## src/rtl/mem_access.sv

```systemverilog
// Memory-access stage: single-outstanding data-bus load/store engine with load formatting.
// Optional misalignment trapping is enabled by defining MISALIGN_TRAP_EN.
module mem_access (
  input  logic        clk,
  input  logic        rst_n,
  input  logic [63:0] pc,
  input  logic [4:0]  rd,
  input  logic [63:0] result,
  input  logic [63:0] data2,
  input  logic        load_en,
  input  logic        store_en,
  input  logic [1:0]  size,
  input  logic        unsigned_ld,
  output logic        stall,
  output logic [4:0]  ma_rd,
  output logic [63:0] ma_out,
  output logic        req_valid,
  input  logic        req_ready,
  output logic        req_write,
  output logic [63:0] req_addr,
  output logic [63:0] req_wdata,
  output logic [7:0]  req_wmask,
  input  logic        resp_valid,
  input  logic [63:0] resp_rdata,
  output logic [63:0] wb_pc,
  output logic [4:0]  wb_rd,
  output logic [63:0] wb_out
`ifdef MISALIGN_TRAP_EN
  ,
  output logic        trap_en,
  output logic [3:0]  trap_cause,
  output logic [63:0] trap_val
`endif
);

  typedef enum logic [1:0] {IDLE, REQ, WAIT, DONE} state_t;

  state_t state, state_nx;

  logic [63:0] pc_p1;
  logic [4:0]  rd_p1;
  logic [2:0]  off_p1;
  logic [1:0]  size_p1;
  logic        uns_p1;
  logic        store_p1;
  logic [63:0] rdata_p2;

  logic        mem_op;
  logic        start;
  logic [63:0] eaddr;

  function automatic logic [2:0] low_mask(input logic [1:0] sz);
    logic [2:0] m;
    case (sz)
      2'd0:    m = 3'b000;
      2'd1:    m = 3'b001;
      2'd2:    m = 3'b011;
      default: m = 3'b111;
    endcase
    return m;
  endfunction

  function automatic logic [7:0] lane_mask(input logic [1:0] sz, input logic [2:0] off);
    logic [7:0] m;
    case (sz)
      2'd0:    m = 8'h01;
      2'd1:    m = 8'h03;
      2'd2:    m = 8'h0F;
      default: m = 8'hFF;
    endcase
    return m << off;
  endfunction

  function automatic logic [63:0] fmt_load(input logic [63:0] rdata, input logic [2:0] off,
                                           input logic [1:0] sz, input logic uns);
    logic [63:0] d;
    logic [63:0] r;
    d = rdata >> {off, 3'b000};
    case (sz)
      2'd0:    r = uns ? {56'd0, d[7:0]}  : {{56{d[7]}},  d[7:0]};
      2'd1:    r = uns ? {48'd0, d[15:0]} : {{48{d[15]}}, d[15:0]};
      2'd2:    r = uns ? {32'd0, d[31:0]} : {{32{d[31]}}, d[31:0]};
      default: r = d;
    endcase
    return r;
  endfunction

  assign mem_op = load_en | store_en;

`ifdef MISALIGN_TRAP_EN
  logic misalign;
  assign misalign = |(result[2:0] & low_mask(size));
  assign eaddr    = result;
  assign start    = mem_op & ~misalign;
`else
  // Without trapping, misaligned accesses silently round down to the natural boundary.
  assign eaddr = {result[63:3], result[2:0] & ~low_mask(size)};
  assign start = mem_op;
`endif

  always_comb begin
    state_nx = state;
    stall    = 1'b0;
    ma_rd    = rd;
    ma_out   = result;
`ifdef MISALIGN_TRAP_EN
    trap_en    = 1'b0;
    trap_cause = 4'd0;
    trap_val   = 64'd0;
`endif
    case (state)
      IDLE: begin
        if (mem_op) begin
          ma_rd  = 5'd0;
          ma_out = 64'd0;
`ifdef MISALIGN_TRAP_EN
          if (misalign) begin
            trap_en    = 1'b1;
            trap_cause = store_en ? 4'd6 : 4'd4;
            trap_val   = result;
          end
`endif
          if (start) begin
            stall    = 1'b1;
            state_nx = REQ;
          end
        end
      end
      REQ: begin
        stall  = 1'b1;
        ma_rd  = 5'd0;
        ma_out = 64'd0;
        if (req_valid && req_ready) state_nx = WAIT;
      end
      WAIT: begin
        stall  = 1'b1;
        ma_rd  = 5'd0;
        ma_out = 64'd0;
        if (resp_valid) state_nx = DONE;
      end
      default: begin
        if (store_p1) begin
          ma_rd  = 5'd0;
          ma_out = 64'd0;
        end else begin
          ma_rd  = rd_p1;
          ma_out = fmt_load(rdata_p2, off_p1, size_p1, uns_p1);
        end
        state_nx = IDLE;
      end
    endcase
  end

  // Control state, bus request registers and the MA/WB register
  always_ff @(posedge clk or negedge rst_n) begin
    if (!rst_n) begin
      state     <= IDLE;
      req_valid <= 1'b0;
      req_write <= 1'b0;
      req_addr  <= 64'd0;
      req_wdata <= 64'd0;
      req_wmask <= 8'd0;
      wb_pc     <= 64'd0;
      wb_rd     <= 5'd0;
      wb_out    <= 64'd0;
    end else begin
      state <= state_nx;
      if (state == IDLE && start) begin
        req_valid <= 1'b1;
        req_write <= store_en;
        req_addr  <= {eaddr[63:3], 3'b000};
        req_wdata <= store_en ? (data2 << {eaddr[2:0], 3'b000}) : 64'd0;
        req_wmask <= store_en ? lane_mask(size, eaddr[2:0]) : 8'd0;
      end else if (state == REQ && req_ready) begin
        req_valid <= 1'b0;
      end
      if (!stall) begin
        wb_pc  <= (state == DONE) ? pc_p1 : pc;
        wb_rd  <= ma_rd;
        wb_out <= ma_out;
      end else begin
        wb_rd  <= 5'd0;
      end
    end
  end

  // Latched op fields (p1) and captured response data (p2)
  always_ff @(posedge clk) begin
    if (state == IDLE && start) begin
      pc_p1    <= pc;
      rd_p1    <= rd;
      off_p1   <= eaddr[2:0];
      size_p1  <= size;
      uns_p1   <= unsigned_ld;
      store_p1 <= store_en;
    end
    if (state == WAIT && resp_valid) rdata_p2 <= resp_rdata;
  end

endmodule

```

## config.mk

```make
export PLATFORM = sky130hd
export DESIGN_NAME = mem_access
export DESIGN_NICKNAME = d
export VERILOG_FILES = /design/src/rtl/mem_access.sv
export SDC_FILE = /design/constraint.sdc
export NUM_CORES = 1
export LEC_CHECK = 0
export ABC_AREA = 1
export CAP_MARGIN = 5
export CORE_AREA = 2 2 235 237
export DETAILED_ROUTE_END_ITERATION = 6
export DIE_AREA = 0 0 237 239
export DONT_BUFFER_PORTS = 1
export GPL_TIMING_DRIVEN = 0
export SLEW_MARGIN = 25
export SYNTH_ARGS = -nofsm -noshare
export SYNTH_HDL_FRONTEND = slang
export SYNTH_SLANG_ARGS = --single-unit
export TNS_END_PERCENT = 10
```

## constraint.sdc

```tcl
create_clock -name clk -period 4.5 [get_ports clk]
set_clock_uncertainty 0.2 [all_clocks]
set_input_delay 0.9 -clock clk [delete_from_list [all_inputs] [get_ports clk]]
set_output_delay 0.9 -clock clk [all_outputs]
set_load 0.01 [all_outputs]
```

== Word level (Yosys, flattened, before mapping) ==
Cells that the tools add are included.

* Equal/unequal tests: 10
* Shifts and indexed selects: 3
* Muxes and demuxes: 25
* Bitwise operators: 3
* Reductions and logical operators: 10

{| class="wikitable"
|+ Operators by type and width
! cell !! count
|-
| $mux 64 || 7
|-
| $pmux 64 s3 || 1
|-
| $pmux 64 s2 || 1
|-
| $shl 64x6->64 || 1
|-
| $shr 64x6->64 || 1
|-
| $pmux 8 s3 || 1
|-
| $mux 8 || 2
|-
| $mux 5 || 3
|-
| $pmux 5 s2 || 1
|-
| $pmux 3 s3 || 1
|-
| $eq 2x2->1 const B || 4
|-
| $shl 8x3->8 || 1
|-
| $eq 2x1->1 const B || 3
|-
| $logic_not 2->1 || 3
|-
| $mux 2 || 3
|-
| $ne 2x2->1 const B || 3
|-
| $pmux 2 s3 || 1
|-
| $logic_and 1x1->1 || 4
|-
| $and 3x3->3 || 1
|-
| $mux 1 || 3
|-
| $not 3->3 || 1
|-
| $reduce_and 3->1 || 1
|-
| $pmux 1 s2 || 1
|-
| $reduce_bool 2->1 || 1
|-
| other kinds (2) || 2
|}

* Register bits after elaboration: 410
* Output and inout port bits: 341
* Logic and storage cells: 67

== Depth between registers and ports, before layout ==
Gate-level depths: netlist (run 1).

* Depth in word-level cells: 6
* Mapped depth: 14
* Gate-level depth less buffers: 13

== Worst setup path before layout (run 1) ==
OpenSTA, ideal clock, no wires.

* Path kind: input -> register
* From: input store_en
* To: register off_p1[0] (enable)
* Arrival time: 3.348 ns
* Slack: 0.482 ns
* Cell stages on the path: 3
* Cells stage by stage: nor2_1 > nor2_2 > clkbuf_1

* Longest elaborated chain between the ends: 2

{| class="wikitable"
|+ Ends and longest elaborated chain
! element !! RTL line !! text
|-
| from (decl) || 11 || <nowiki>input logic store_en,</nowiki>
|-
| $or 1x1->1 || 88 || <nowiki>assign mem_op = load_en | store_en;</nowiki>
|-
| $logic_and 1x1->1 || 189 || <nowiki>if (state == IDLE && start) begin</nowiki>
|-
| to (signal assigned) || 192 || <nowiki>off_p1 <= eaddr[2:0];</nowiki>
|-
| to (decl) || 42 || <nowiki>logic [2:0] off_p1;</nowiki>
|}

No other way between the ends.
A chain may end at the register's enable or synchronous reset.

== Worst setup path in the final report (run 1) ==
* From: register state[0]
* To: output ma_out[15]

* Longest elaborated chain between the ends: 3

{| class="wikitable"
|+ Ends and longest elaborated chain
! element !! RTL line !! text
|-
| from (decl) || 38 || <nowiki>state_t state, state_nx;</nowiki>
|-
| from (signal assigned) || 167 || <nowiki>state <= state_nx;</nowiki>
|-
| $eq 2x1->1 or $eq 2x2->1 (tied branches) || 111 || <nowiki>case (state)</nowiki>
|-
| $reduce_or 2->1 (no source line) || -- ||
|-
| $pmux 64 s2 (*) || 111 ||
|-
| to (decl) || 16 || <nowiki>output logic [63:0] ma_out,</nowiki>
|}

Mark *: on every way between the ends. The rest lies on a longest branch, timed or not.

==> results of run 1 <==
-- per-layer routing --
layer / up-vias / GRT usage
met4: 0 / 0.112
met3: 167 / 0.0893
li1: 7576 / -
met2: 895 / 0.504
met5: - / 0
met1: 8414 / 0.380
-- cells in the mapped netlist, types with 2 or more instances --
cell      instances
a22o_1           21
a32o_1            3
inv_1            90
nor2_2            5
buf_1            11
o21a_1            2
nand2_2          42
nand3_2          34
ha_1              4
buf_12            3
nor2_1           87
buf_4             7
mux2i_1           7
nand3_1          91
o211ai_1         28
nand2_4           2
o21ai_0         172
clkbuf_1         84
edfxtp_1        140
a211oi_1          3
o31ai_1           3
a21oi_2           2
inv_2             9
buf_6             7
a21oi_1          33
o221ai_1          3
o311ai_1          2
buf_2            41
o21ai_1          52
a31oi_1          64
or2_1             7
o21ai_2          11
and2_1            2
or2_2             4
nand2_1         916
dfrtp_1         270
-- final cells by class --
class / instances / area (sq um) / area share
Antenna cell: 2 / 5.00 / 0.000228
Sequential cell: 410 / 11000 / 0.499
Tap cell: 704 / 881 / 0.0401
Inverter: 101 / 387 / 0.0176
Buffer: 154 / 773 / 0.0352
Clock inverter: 18 / 121 / 0.00553
Multi-Input combinational cell: 1607 / 7460 / 0.340
Timing Repair Buffer: 2 / 47.5 / 0.00216
Clock buffer: 62 / 1320 / 0.0603
-- power by group --
part / switching, uW / internal, uW / leakage (uW) / total, uW
registers: 1710 / 5390 / 0.00471 / 7100
logic: 4470 / 1620 / 0.00456 / 6090
clock network: 1590 / 2070 / 0.000716 / 3660
total: 7770 / 9080 / 0.00999 / 16800
-- registers in the layout, summed over array words and instances, names as in the netlist --
signal	flops
wb_out	64
rd_p1	5
req_wdata	64
off_p1	3
req_wmask	8
store_p1	1
uns_p1	1
rdata_p2	64
pc_p1	64
wb_pc	64
wb_rd	5
req_write	1
size_p1	2
req_addr	61
state	2
req_valid	1
-- through the flow --
stage | setup slack, ns | hold slack, ns | cell area [sq um]
final | 0.209 | -0.174 | 22000
after floorplan | 0.482 | 0.303 | 19600
after global placement | -1.06 | 0.317 | 20500
after global routing | 0.0342 | -0.199 | 22000
after CTS | 0.145 | -0.207 | 22000
after detailed placement | 0.599 | 0.327 | 20500
-- cell families (layout without fill, tap and decap cells) --
| kind of cell | Yosys count | count (layout) |
|---|---|---|
| adder cells (fa/ha/maj) | 4 | 4 |
| flip-flops | 410 | 410 |
| AO/OA/AOI/OAI | 400 | 400 |
| other | 1 | 5 |
| multiplexers | 7 | 7 |
| buffers and inverters | 255 | 337 |
| AND/OR/NAND/NOR | 1193 | 1193 |
-- final timing paths --
check                          endpoint  slack [ns]  depth (start not counted)
setup / recovery             ma_out[15]        0.21                          9
hold / removal              req_addr[8]       -0.17                          0
max in group asynchronous  req_addr[31]        3.71                          0
hold reg to reg                wb_pc[1]        0.33                          2
setup reg to reg             wb_out[24]        1.27                         11
min in group clk              pc_p1[45]        0.21                          0
==> results_dict.tcl, run 1 <==
set metrics [dict create \
    critical-path-max-stage-delay_ns 0.83 \
    ys_seq_area_frac 0.560 \
    synth_edf_count 140 \
    grt_pass1_wl_mm 124 \
    relSlewSlack 0.264 \
    crit_path_top_delay_cell "o21ai_1" \
    worstPathRequired_ns 3.40 \
    place_congestion 0.958 \
    muxShareOfSynthArea 0.00358 \
    tritoncts "built" \
    cp-end-kind "output port" \
    max_freq_mhz 233 \
    cts_setup_buffers 0 \
    rsz0062_at_grt "no" \
    cts_buffers 44 \
    worstSetupPathType "flip-flop to output port" \
    fin_cells 3060 \
    ys_ff_latch 410 \
    dp_hpwl_mm 69.9 \
    tns_ns 0 \
    vias_per_cell 5.57 \
    worst-path-max-fanout 10 \
    clkLatencyLatePin_ns 0.58 \
    hold_class "primary input to asynchronous set/reset pin" \
    syn-mean-instance-area_sq_um 8.62 \
    cts_resized 0 \
    synthXorXnorAreaFrac 0 \
    cp.arrival_ns 3.19 \
    nFillCells 5464 \
    final_cell_mix "916 x nand2_1, 270 x dfrtp_1, 172 x o21ai_0" \
    synthArstFlopShare 0.659 \
    whs_ns -0.174 \
    io_pins 611 \
    wl_met1_mm 35.3 \
    met3WireLength_mm 8.30 \
    first_pass_iters 5 \
    grt_start_max_net_pins 271 \
    clk_pin_slew_ns 0.06 \
    cts_sinks 410 \
    outcome "finished with violations" \
    netlist_top_cells_area "dfrtp_1 35%, edfxtp_1 21%, nand2_1 18%" \
    start_kind "flip-flop" \
    peakVddDrop_uv 472 \
    netlist_instances 2270 \
    worst_r2r_startpoint "state[0]" \
    violations "hold timing" \
    crit_path_frequent_cell "inv_2" \
    worst-path-buf-inv 5 \
    p_leak_uw 0.00999 \
    wl_per_cell_um 28.9 \
    wl_mm 88.6 \
    yosysUniqueCellTypes 44 \
    synth_top_family_by_area "simple AND/OR/NAND/NOR gates" \
    fin_nets 2594 \
    drc_errors 0 \
    cp_top_family "compound AO/OA/AOI/OAI gates" \
    setup_viol 0 \
    syn_area_sq_um 19600 \
    htreeDepth 2 \
    worstPathCellList "inv_1 > ha_1 > inv_2 > nor3_1 > inv_2 > nor2_4 > inv_2 > buf_2 > o21ai_1" \
    cts_max_path_buffers 3 \
    finalPower_uw 16800 \
    start_util 0.360 \
    drive_gt1_frac 0.105 \
    io_buffer_count 0 \
    drv_slew 0 \
    area_growth_pct 12.2 \
    grt_pass1_vias 16872 \
    layout_commonest_cell "nand2_1" \
    dp.cells 2978 \
    final.min_clock_period_ns 4.29 \
    critPathLaunch "state[0]" \
    vias 17052 \
    ys_warn_count 0 \
    power_density_nw_per_um2 767 \
    antenna_left 0 \
    grt-ovfl-total 0 \
    wl_met2_mm 41.4 \
    synth_compound_area_frac 0.119 \
    drtIter0Drc 1527 \
    ys.flop_type "dfrtp_1" \
    grt_usage 0.305 \
    fp.coreArea_sq_um 54300 \
    antenna_found_initial 5 \
    worstMarginPinSlew_ns 1.10 \
    finalHoldViolations 270 \
    synth_top_area_frac 0.345 \
    drv_cap 0 \
    die-height_um 239 \
    topRoutingLayerUsed "met4" \
    fp.dieArea_sq_um 56600 \
    final_util 0.404 \
    fin_crit_sh 0.954 \
    yosys.area_share.simple 0.255 \
    die_x_um 237 \
    placementRows 86 \
    synth-adder-area-share 0.00256 \
    synth_top_area_cell "dfrtp_1" \
    root_buffer "clkbuf_16" \
]
Note: power is estimated with default switching activity, not from simulation.
==> run 2, diff against run 1 <==
--- a/config.mk
+++ b/config.mk
@@ -7,10 +7,9 @@
 export LEC_CHECK = 0
 export ABC_AREA = 1
 export CAP_MARGIN = 5
-export CORE_AREA = 2 2 235 237
+export CORE_AREA = 2 2 240 242
 export DETAILED_ROUTE_END_ITERATION = 6
-export DIE_AREA = 0 0 237 239
-export DONT_BUFFER_PORTS = 1
+export DIE_AREA = 0 0 242 244
 export GPL_TIMING_DRIVEN = 0
 export SLEW_MARGIN = 25
 export SYNTH_ARGS = -nofsm -noshare
==> run 2 against run 1 <==
Compared with the run above:
- power up 19%
- worst hold slack better by 0.19 ns
- highest routed layer is now met5
- sequential cell count did not move
- the flow now finishes without violations
- core utilization is 10 points higher
- cell count is 22% higher
- critical path type is now primary input to output port
- critical path depth down 2
- cell area grew 29%
==> results_dict.tcl, run 2 (synthesized netlist as in run 1, its figures left out) <==
set metrics [dict create \
    drive_gt1_frac 0.0909 \
    io_pins 611 \
    start_util 0.348 \
    max_freq_mhz 224 \
    wl_mm 96.4 \
    worstPathCellList "clkdlybuf4s50_1 > nor3_1 > inv_2 > nor2_4 > clkbuf_1 > a22o_1 > clkdlybuf4s50_1" \
    cts_max_path_buffers 3 \
    clk_pin_slew_ns 0.06 \
    grt_usage 0.321 \
    dp_hpwl_mm 77.1 \
    setup_viol 0 \
    grt_start_max_net_pins 83 \
    tritoncts "built" \
    fin_crit_sh 0.994 \
    pre_cts_slack_ns -0.346 \
    hold_class "primary input to asynchronous set/reset pin" \
    cp_top_family "buffers and inverters" \
    clkLatencyLatePin_ns 0.59 \
    antenna_found_initial 9 \
    worstSetupPathType "primary input to output port" \
    first_pass_iters 5 \
    grt-ovfl-total 0 \
    finalHoldViolations 0 \
    rsz0062_at_grt "yes" \
    grt_pass1_vias 19322 \
    cts_buffers 46 \
    worst_r2r_startpoint "state[0]" \
    worst-path-max-fanout 10 \
    vias 19322 \
    layout_commonest_cell "nand2_1" \
    vias_per_cell 5.18 \
    die_x_um 242 \
    critPathLaunch "store_en" \
    antenna_left 0 \
    outcome "finished clean" \
    worst-path-buf-inv 4 \
    final_cell_mix "916 x nand2_1, 602 x clkdlybuf4s50_1, 270 x dfrtp_1" \
    area_growth_pct 45.2 \
    io_buffer_count 607 \
    whs_ns 0.0181 \
    cts_sinks 410 \
    worstPathRequired_ns 3.40 \
    worstMarginPinSlew_ns 1.01 \
    crit_path_frequent_cell "clkdlybuf4s50_1" \
    fp.dieArea_sq_um 59000 \
    drv_slew 0 \
    cp.arrival_ns 3.37 \
    fp.coreArea_sq_um 56200 \
    drtIter0Drc 1896 \
    fin_nets 3207 \
    start_kind "primary input" \
    placementRows 87 \
    layout_setup_ws_ns 0.0260 \
    final.min_clock_period_ns 4.47 \
    critical-path-max-stage-delay_ns 0.59 \
    crit_path_top_delay_cell "clkdlybuf4s50_1" \
    drv_cap 0 \
    peakVddDrop_uv 346 \
    htreeDepth 2 \
    cp-end-kind "output port" \
    grt_pass1_wl_mm 138 \
    drc_errors 0 \
    relSlewSlack 0.328 \
    power_density_nw_per_um2 704 \
    wl_per_cell_um 25.8 \
    ctsHoldBuffers 0 \
    place_congestion 0.992 \
    die-height_um 244 \
    p_leak_uw 0.0125 \
    root_buffer "clkbuf_16" \
]
==> run 2: final timing paths <==
path	cells after the start	end	slack (ns)
setup / recovery	7	ma_rd[3]	0.03
hold / removal	1	wb_out[6]	0.02
setup reg to reg	10	wb_out[17]	1.31
hold reg to reg	2	req_addr[12]	0.27
max in group asynchronous	3	wb_pc[26]	2.93
min in group clk	2	req_addr[12]	0.27
==> run 2: metal layers <==
| metal | GRT usage | part of all wire | vias up |
|---|---|---|---|
| li1 | - | - | 8816 |
| met1 | 0.421 | 0.42 | 9462 |
| met2 | 0.532 | 0.47 | 900 |
| met3 | 0.0692 | 0.078 | 142 |
| met4 | 0.0999 | 0.032 | 2 |
| met5 | 0 | 0.00013 | - |
==> run 2: layout make-up <==
class	instances	area (sq um)
Antenna cell	4	10.0
Multi-Input combinational cell	1607	7520
Buffer	154	791
Sequential cell	410	11000
Timing Repair Buffer	613	6230
Fill cell	5298	27700
Tap cell	756	946
Clock buffer	59	1260
Inverter	101	387
Clock inverter	27	318
==> run 2: repair_timing <==
action / CTS / global route
pin swaps: 0 / 0
resized for setup: 11 / 17
endpoints found under the setup margin: 27 / 40
buffers inserted: 0 / 0
==> run 2: report_power, final <==
group / internal, uW / total (uW) / switching [uW]
clock network: 2300 / 3970 / 1680
registers: 5390 / 6230 / 841
logic: 3880 / 9800 / 5920
==> run 2: metrics by stage <==
stage / setup TNS (ns) / cells / power (uW) / area [sq um] / utilization
after global placement: -2944.30 / 3635 / 15900 / 26600 / 0.474
final: 0 / 3731 / 20000 / 28400 / 0.506
after global routing: -0.366 / 3729 / 21000 / 28400 / 0.506
after detailed placement: -1.08 / 3641 / 16000 / 26800 / 0.476
after CTS: -0.0580 / 3727 / 20100 / 28400 / 0.505
after floorplan: 0 / 2272 / 10500 / 19600 / -
==> run 3, diff against run 2 <==
--- a/config.mk
+++ b/config.mk
@@ -5,11 +5,10 @@
 export SDC_FILE = /design/constraint.sdc
 export NUM_CORES = 1
 export LEC_CHECK = 0
-export ABC_AREA = 1
 export CAP_MARGIN = 5
-export CORE_AREA = 2 2 240 242
+export CORE_AREA = 2 2 239 241
 export DETAILED_ROUTE_END_ITERATION = 6
-export DIE_AREA = 0 0 242 244
+export DIE_AREA = 0 0 241 243
 export GPL_TIMING_DRIVEN = 0
 export SLEW_MARGIN = 25
 export SYNTH_ARGS = -nofsm -noshare
==> run 3 against run 2 <==
Compared with the run above:
- synthesized cell count down 21%
- critical path type is now flip-flop to output port
- sequential share of layout area down 0.36 points
- maximum frequency about the same
- wire length down 6.4%
- global-route usage down 2.0 points
- count of clock-buffer cells in the layout up 7
- worst setup slack worse by 0.0022 ns
==> results_dict.tcl, run 3 <==
set metrics [dict create \
    htreeDepth 2 \
    yosys-top-cells-count "428 x nand2_1, 270 x dfrtp_1, 170 x o21ai_0" \
    regToRegEndpoint "wb_out[14]" \
    start_kind "flip-flop" \
    fp.dieArea_sq_um 58600 \
    clkLatencyLatePin_ns 0.60 \
    grt_pass1_wl_mm 128 \
    synthArstFlopShare 0.659 \
    worst_r2r_startpoint "state[0]" \
    pre_cts_slack_ns -1.25 \
    whs_ns 0.275 \
    wl_per_cell_um 27.6 \
    die-height_um 243 \
    fin_nets 2736 \
    first_pass_iters 7 \
    vias_per_cell 5.54 \
    grt_start_max_net_pins 82 \
    ys_ff_latch 410 \
    grt_pass1_vias 18018 \
    p_int_uw 12400 \
    vias 18119 \
    fp.coreArea_sq_um 56000 \
    nFillCells 5170 \
    hold_depth 1 \
    power_density_nw_per_um2 717 \
    whs_endpoint "req_wmask[0]" \
    netlist_instances 1785 \
    reg2reg_depth 8 \
    worstPathRequired_ns 3.40 \
    antenna_left 0 \
    clk_pin_slew_ns 0.06 \
    netlist_top_cells_area "dfrtp_1 35%, edfxtp_1 22%, nand2_1 8.3%" \
    setup_viol 0 \
    yosys.cell_count.top_type "nand2_1" \
    start_util 0.346 \
    tritoncts "built" \
    max_freq_mhz 223 \
    outcome "finished clean" \
    io_pins 611 \
    cp.arrival_ns 3.38 \
    worst-path-max-fanout 10 \
    area_growth_pct 48.1 \
    cp-end-kind "output port" \
    power.share.switching 0.399 \
    layout_setup_ws_ns 0.0238 \
    clkPwrFrac 0.206 \
    final_cell_mix "592 x clkdlybuf4s50_1, 427 x nand2_1, 270 x dfrtp_1" \
    rsz0062_at_grt "yes" \
    syn_area_sq_um 19400 \
    synth_edf_count 140 \
    synth_top_area_cell "dfrtp_1" \
    wl_mm 90.2 \
    relSlewSlack 0.365 \
    antenna_found_initial 18 \
    pwr-share-comb 0.492 \
    p_switching_uw 8210 \
    ys.flop_type "dfrtp_1" \
    placementRows 87 \
    hp-start "req_wmask[0]" \
    p_leak_uw 0.0116 \
    final.min_clock_period_ns 4.48 \
    peakVddDrop_uv 380 \
    ys_warn_count 0 \
    worstSetupPathType "flip-flop to output port" \
    tns_ns 0 \
    cts_max_path_buffers 3 \
    yosysUniqueCellTypes 56 \
    hold_class "flip-flop to flip-flop" \
    p_seq_frac 0.302 \
    layout_commonest_cell "clkdlybuf4s50_1" \
    drv_slew 0 \
    ys_seq_area_frac 0.566 \
    place_congestion 0.935 \
    root_buffer "clkbuf_16" \
    die_x_um 241 \
    dp_hpwl_mm 69.9 \
    cts_buffers 48 \
    grt_usage 0.301 \
    synth_top_area_frac 0.349 \
    grt-ovfl-total 0 \
    r2r_slack_ns 1.42 \
    drv_cap 0 \
    drtIter0Drc 1664 \
    drive_gt1_frac 0.0979 \
    cts_sinks 410 \
    worstMarginPinSlew_ns 0.945 \
    io_buffer_count 607 \
    fin_crit_sh 0.995 \
    syn-mean-instance-area_sq_um 10.9 \
    drc_errors 0 \
    finalHoldViolations 0 \
]
-- run 3: cell count changes in the layout (fill, tap and decap cells not counted), sizes merged, moves of 18 or more --
| cell | delta |
|---|---|
| a211oi | +36 |
| a21oi | +39 |
| a22o | +20 |
| inv | -94 |
| mux2 | +32 |
| mux2i | +127 |
| mux4 | +21 |
| nand2 | -533 |
| nand3 | -99 |
| nor2 | -69 |
| nor2b | +30 |
| o211ai | -18 |
| o21ai | -63 |
-- run 3: worst max-delay path by stage --
stage | cells past startpoint | from | endpoint | slack (ns)
CTS | 9 | off_p1[2] | ma_out[8] | -0.06
floorplan | 3 | store_en | off_p1[0] | 0.43
detailed placement | 7 | store_en | ma_out[39] | -1.25
finish | 8 | off_p1[0] | ma_out[22] | 0.02
global route | 8 | off_p1[0] | ma_out[22] | -0.08
global placement | 1 | rst_n | req_addr[9] | -10.39
-- run 3: kinds of logic (layout without fill, tap and decap cells) --
logic type | after synthesis | in the layout | synth area share
DFF | 410 | 410 | 0.566
adders and majority gates | 4 | 4 | 0.00258
other | 1 | 16 | 0.000194
buffers and inverters | 154 | 869 | 0.0361
AOI/OAI and AO/OA | 491 | 491 | 0.166
and+or+nand+nor | 538 | 538 | 0.114
muxes | 187 | 187 | 0.114
-- run 3: cell type report --
class / instances / area, sq um / share of cell area
Tap cell: 756 / 946 / 0.0330
Clock inverter: 24 / 378 / 0.0132
Inverter: 9 / 37.5 / 0.00131
Buffer: 143 / 754 / 0.0263
Clock buffer: 66 / 1320 / 0.0460
Sequential cell: 410 / 11000 / 0.382
Antenna cell: 13 / 32.5 / 0.00113
Multi-Input combinational cell: 1223 / 7890 / 0.275
Timing Repair Buffer: 627 / 6370 / 0.222
-- run 3: routing by layer --
layer,share of wire,vias to the layer above,track usage
met3,0.084,220,0.0673
met1,0.40,9004,0.395
met4,0.053,12,0.149
met5,0.00096,-,0
met2,0.46,950,0.468
li1,-,7933,-
-- run 3: critical path: stages (launching register included) --
cell and delay [ns]:
edfxtp_1 0.33, buf_6 0.15, buf_8 0.18, buf_8 0.18, buf_6 0.22, mux4_2 0.57
a222oi_1 0.46, a21oi_2 0.17, clkdlybuf4s50_1 0.52
-- run 3: timing repair --
action / CTS / global route
hold endpoints to repair: 15 / 0
pin swaps: 3 / 9
setup endpoints to repair: 70 / 53
setup buffers: 6 / 7
gates resized for setup: 54 / 46
hold buffers: 1 / 0
-- run 3: metrics by stage --
| step | std cells | cell area, sq um | power [uW] | utilization |
|---|---|---|---|---|
| final | 3271 | 28700 | 20600 | 0.513 |
| after global routing | 3269 | 28700 | 21600 | 0.513 |
| after CTS | 3251 | 28500 | 20500 | 0.509 |
| after floorplan | 1787 | 19400 | 10800 | - |
| after global placement | 3150 | 26400 | 16000 | 0.472 |
| after detailed placement | 3156 | 26600 | 16100 | 0.475 |
-- run 3: power by group through the flow --
stage	clock (uW)	sequential, uW	combinational, uW
after floorplan	0	6620	4200
after global placement	0	6270	9710
after detailed placement	0	6250	9880
after CTS	4330	6200	10000
after global routing	4460	6350	10800
final	4240	6210	10100
